`src/rtl/control_sequencer.sv`:
```
// Microcoded control sequencer for a simple 8-bit style CPU: steps T0..T5
// and decodes the opcode into Moore register/bus control strobes.
module control_sequencer #(
  parameter int BUS_WIDTH    = 16,
  parameter int OPCODE_WIDTH = 4
) (
  input  logic                 clock,
  input  logic                 reset,
  input  logic                 run,
  input  logic [BUS_WIDTH-1:0] instruction,
  input  logic                 flag_carry,
  input  logic                 flag_zero,
  output logic                 pc_count,
  output logic                 pc_load,
  output logic                 pc_enable,
  output logic                 mar_load,
  output logic                 ram_load,
  output logic                 ram_enable,
  output logic                 ir_load,
  output logic                 ir_enable,
  output logic                 a_load,
  output logic                 a_enable,
  output logic                 b_load,
  output logic                 alu_enable,
  output logic                 alu_sub,
  output logic                 flags_load,
  output logic                 out_load,
  output logic [2:0]           step,
  output logic                 halted
);

  typedef enum logic [2:0] {T0, T1, T2, T3, T4, T5} step_e;

  localparam logic [OPCODE_WIDTH-1:0] OP_LDA = OPCODE_WIDTH'(4'h1);
  localparam logic [OPCODE_WIDTH-1:0] OP_ADD = OPCODE_WIDTH'(4'h2);
  localparam logic [OPCODE_WIDTH-1:0] OP_SUB = OPCODE_WIDTH'(4'h3);
  localparam logic [OPCODE_WIDTH-1:0] OP_STA = OPCODE_WIDTH'(4'h4);
  localparam logic [OPCODE_WIDTH-1:0] OP_LDI = OPCODE_WIDTH'(4'h5);
  localparam logic [OPCODE_WIDTH-1:0] OP_JMP = OPCODE_WIDTH'(4'h6);
  localparam logic [OPCODE_WIDTH-1:0] OP_JC  = OPCODE_WIDTH'(4'h7);
  localparam logic [OPCODE_WIDTH-1:0] OP_JZ  = OPCODE_WIDTH'(4'h8);
  localparam logic [OPCODE_WIDTH-1:0] OP_OUT = OPCODE_WIDTH'(4'hE);
  localparam logic [OPCODE_WIDTH-1:0] OP_HLT = OPCODE_WIDTH'(4'hF);

  step_e                   step_q, step_d, last_step;
  logic                    halted_q, halted_d;
  logic [OPCODE_WIDTH-1:0] opcode_q, opcode_d, opcode;
  logic                    active;
  logic                    unused_operand;

  assign unused_operand = ^instruction[BUS_WIDTH-OPCODE_WIDTH-1:0];

  // The IR is only valid after the T1 edge, so T2 decodes it live and later steps use the latched copy.
  always_comb begin
    opcode   = (step_q == T2) ? instruction[BUS_WIDTH-1 -: OPCODE_WIDTH] : opcode_q;
    opcode_d = (run && step_q == T2) ? opcode : opcode_q;

    case (opcode)
      OP_LDA, OP_STA: last_step = T3;
      OP_ADD, OP_SUB: last_step = T4;
      default:        last_step = T2;
    endcase

    step_d   = step_q;
    halted_d = halted_q;
    if (run && !halted_q) begin
      if (step_q == T2 && opcode == OP_HLT) begin
        halted_d = 1'b1;
        step_d   = T0;
      end else if (step_q >= last_step || step_q >= T5) begin
        step_d = T0;
      end else begin
        step_d = step_e'(step_q + 3'd1);
      end
    end
  end

  always_ff @(posedge clock or negedge reset) begin
    if (!reset) begin
      step_q   <= T0;
      halted_q <= 1'b0;
      opcode_q <= '0;
    end else begin
      step_q   <= step_d;
      halted_q <= halted_d;
      opcode_q <= opcode_d;
    end
  end

  // Reset is folded in combinationally so the strobes drop without waiting for a clock.
  assign active = run && reset && !halted_q;
  assign step   = step_q;
  assign halted = halted_q;

  always_comb begin
    pc_count   = 1'b0;
    pc_load    = 1'b0;
    pc_enable  = 1'b0;
    mar_load   = 1'b0;
    ram_load   = 1'b0;
    ram_enable = 1'b0;
    ir_load    = 1'b0;
    ir_enable  = 1'b0;
    a_load     = 1'b0;
    a_enable   = 1'b0;
    b_load     = 1'b0;
    alu_enable = 1'b0;
    alu_sub    = 1'b0;
    flags_load = 1'b0;
    out_load   = 1'b0;
    if (active) begin
      case (step_q)
        T0: begin
          pc_enable = 1'b1;
          mar_load  = 1'b1;
        end
        T1: begin
          ram_enable = 1'b1;
          ir_load    = 1'b1;
          pc_count   = 1'b1;
        end
        T2: begin
          case (opcode)
            OP_LDA, OP_ADD, OP_SUB, OP_STA: begin
              ir_enable = 1'b1;
              mar_load  = 1'b1;
            end
            OP_LDI: begin
              ir_enable = 1'b1;
              a_load    = 1'b1;
            end
            OP_JMP: begin
              ir_enable = 1'b1;
              pc_load   = 1'b1;
            end
            OP_JC: begin
              ir_enable = 1'b1;
              pc_load   = flag_carry;
            end
            OP_JZ: begin
              ir_enable = 1'b1;
              pc_load   = flag_zero;
            end
            OP_OUT: begin
              a_enable = 1'b1;
              out_load = 1'b1;
            end
            default: ;
          endcase
        end
        T3: begin
          case (opcode)
            OP_LDA: begin
              ram_enable = 1'b1;
              a_load     = 1'b1;
            end
            OP_ADD, OP_SUB: begin
              ram_enable = 1'b1;
              b_load     = 1'b1;
            end
            OP_STA: begin
              a_enable = 1'b1;
              ram_load = 1'b1;
            end
            default: ;
          endcase
        end
        T4: begin
          if (opcode == OP_ADD || opcode == OP_SUB) begin
            alu_enable = 1'b1;
            a_load     = 1'b1;
            flags_load = 1'b1;
            alu_sub    = (opcode == OP_SUB);
          end
        end
        default: ;
      endcase
    end
  end

endmodule

```
`config.mk`:
```
export PLATFORM = sky130hd
export DESIGN_NAME = control_sequencer
export DESIGN_NICKNAME = d
export VERILOG_FILES = /design/src/rtl/control_sequencer.sv
export SDC_FILE = /design/constraint.sdc
export NUM_CORES = 1
export LEC_CHECK = 0
export CAP_MARGIN = 20
export CORE_UTILIZATION = 41
export CTS_CLUSTER_DIAMETER = 50
export CTS_CLUSTER_SIZE = 30
export DETAILED_ROUTE_END_ITERATION = 10
export GPL_TIMING_DRIVEN = 0
export MAX_ROUTING_LAYER = met4
export PLACE_DENSITY = 0.79
export SLEW_MARGIN = 20
export SYNTH_ARGS = -nofsm -noshare
export SYNTH_HDL_FRONTEND = slang
export SYNTH_SLANG_ARGS = --single-unit
export TNS_END_PERCENT = 30
```
`constraint.sdc`:
```
create_clock -name clock -period 3.1 [get_ports clock]
set_input_delay 0.93 -clock clock [delete_from_list [all_inputs] [get_ports clock]]
set_output_delay 0.93 -clock clock [all_outputs]
set_load 0.02 [all_outputs]
```
==> qor.csv <==
stage,metric,value,unit
outcome,outcome,finished with violations,
outcome,violations,negative setup slack,
final_layout,drive_above_1_share,44.2,%
timing,hold_violations,0,
floorplanning,num_io_pins,40,
timing,final.setup.worst_slack,-0.0803,ns
power_and_ir_drop,sequentialPowerShare,22.0,%
placement,post-place-ws,-1.26,ns
power_and_ir_drop,p_leak,0.648,nW
clocking,clock_path_buffers,2,
yosys,ys.flop_type,dfrtp_1,
yosys,synth_fp_nets,125,
placement,portBuffers,27,
drt,wirelength,2430,µm
final_layout,fin_nets,169,
floorplanning,start_util,44.6,%
power_and_ir_drop,max-vdd-ir-drop,0.000526,V
floorplanning,fp.dieH,48.9,µm
power_and_ir_drop,swShare,45.2,%
yosys,synth_seq_area_share,22.2,%
clocking,clkLatencyLatePin,0.25,ns
timing,fin_crit_sh,103,%
timing,rsz0062_at_grt,yes,
floorplanning,core_area,2020,µm²
floorplanning,fp-row-count,16,
yosys,yosysUniqueCellTypes,38,
timing,whs,0.528,ns
floorplanning,dieArea,2390,µm²
global_route,grt_pass1_wl,4150,µm
drt,drt_iter0_drc,16,
timing,setup_viol,4,
power_and_ir_drop,cellPowerDensity,763,nW/µm²
yosys,synth.largest_area_cell,dfrtp_1,
power_and_ir_drop,clockPowerShare,7.7,%
yosys,synth_commonest_cells,"8 x dfrtp_1, 8 x ha_1, 7 x inv_1",
clocking,cts.clk_slew.worst_paths,0.05,ns
worst_setup_path,path_class,in -> out,
drt,ant_nets,0,
clocking,cts_hold_buf,0,
clocking,cts_root_buf,clkbuf_4,
timing,worstMarginPinSlew,0.304,ns
yosys,synthesis.area,901,µm²
power_and_ir_drop,comb_power_share,70.3,%
timing,period_minus_slack,3.18,ns
worst_setup_path,start_kind,input pin,
power_and_ir_drop,switchingPower,0.463,mW
yosys,synth-seq-cells,8,
timing,slew_viol_final,0,
clocking,cts_buffers,3,
global_route,grt.total_usage,23.1,%
placement,dp_hpwl,1740,µm
global_route,gr-total-overflow,0,
drt,viasPerCell,5.60,
timing,skew,0.00298,ns
timing,max_slew_margin,79.1,%
drt,drcViolationCount,0,
clocking,htreeDepth,1,
yosys,netlist_top_cells_area,"dfrtp_1 22%, ha_1 11%, mux2_2 7.5%",
global_route,grt_max_degree,11,
power_and_ir_drop,internal_power,0.560,mW
hold_path,hp-class,in -> async,
placement,place.gp.congestion,0.849,
clocking,cts_tree,built,
timing,fmax,0.314,GHz
worst_setup_path,worst-path-max-fanout,3,
worst_setup_path,crit_path_end_kind,output pin,
drt,wl_per_cell,14.7,µm
drt,firstDrtPassIters,4,
yosys,synth_top_area_share,22.2,%
run,cap_violations,0,
yosys,synthCells,96,
yosys,async_flop_share,100,%
worst_setup_path,critPathArrivalTime,2.25,ns
final_layout,stdcell_count,165,
yosys,synth_edf_count,0,
global_route,grt_pass1_vias,914,
final_layout,antenna_cells,0,
global_route,antenna_found_initial,0,
placement,dp.cells,150,
floorplanning,die-width,48.9,µm
final_layout,area_delta_synth_final,48.8,%
worst_setup_path,crit_required,2.17,ns
drt,num_vias,924,
yosys,syn_avg_cell_area,9.38,µm²
yosys,yosys_warnings,0,
clocking,clock_sinks,8,
worst max-delay path: stages:
cell and delay [ns]:
buf_8 0.10, or4b_4 0.55, o31a_4 0.15, nor3b_4 0.21
o211a_1 0.19, buf_6 0.12
power groups by stage:
stage	combinational [mW]	sequential, mW	clock (mW)
final	0.719	0.225	0.0789
after global routing	0.782	0.231	0.0868
after CTS	0.692	0.220	0.0825
after detailed placement	0.613	0.230	0
after global placement	0.598	0.226	0
after floorplan	0.429	0.236	0
stage by stage:
stage	TNS, ns	utilization [%]	power (mW)	area [µm²]
CTS	-0.143	64.7	0.995	1310
detailed placement	-15.93	61.0	0.843	1230
finish	-0.140	66.3	1.02	1340
global placement	-15.18	61.0	0.825	1230
global route	-0.308	66.3	1.10	1340
floorplan	-0.0538	-	0.665	928
final timing paths:
path / startpoint / end / slack, ns / depth (start not counted)
worst max-delay path: instruction[13] / a_enable / -0.08 / 6
worst min-delay path: reset / opcode_q[0] / 0.53 / 1
min in group clock: halted / halted / 0.53 / 1
worst max register to register: step[0] / step[1] / 0.28 / 13
worst min register to register: halted / halted / 0.53 / 1
max in group asynchronous: reset / step[1] / 2.36 / 1
flip-flops by register name (all words and copies together) (netlist names):
register  count
opcode_q      4
step          3
halted        1
cells by family (layout without fill, tap and decap cells):
| logic type | Yosys count | after routing | share of synthesized area, % |
|---|---|---|---|
| compound gates | 23 | 23 | 20.8 |
| fa+ha+maj | 8 | 8 | 11.1 |
| buf+inv | 11 | 53 | 6.67 |
| simple gates | 36 | 36 | 27.2 |
| flops | 8 | 8 | 22.2 |
| mux | 10 | 10 | 11.9 |
area by class of cell:
| cell class | count | area, µm² |
|---|---|---|
| multi-input combinational | 77 | 689 |
| inverter | 7 | 26.3 |
| fill | 171 | 682 |
| tap | 27 | 33.8 |
| buffer | 4 | 33.8 |
| sequential | 8 | 201 |
| timing repair buffer | 39 | 333 |
| clock buffer | 3 | 22.5 |
timing repair:
item | CTS | global route
setup endpoints to repair | 18 | 13
pin swaps | 8 | 3
resized for setup | 93 | 8
buffers inserted | 11 | 1
metal layers:
layer,vias up,part of all wire (%),GRT usage (%)
li1,437,-,-
met1,441,42,26.8
met2,38,51,38.9
met3,8,5.2,4.05
met4,0,2.1,10.3
met5,-,0,-
cells in the final DEF, fill, tap and decap left out, drive strengths merged, types with 3 or more instances in the layout:
master          n
nand2b          5
o21ai           4
nor2            5
dfrtp           8
clkbuf          3
nand2           7
mux2            6
buf            34
mux2i           4
nor3            6
inv             7
a21oi           5
ha              8
clkdlybuf4s50   6
No activity file was read; power rests on OpenSTA's default activity.
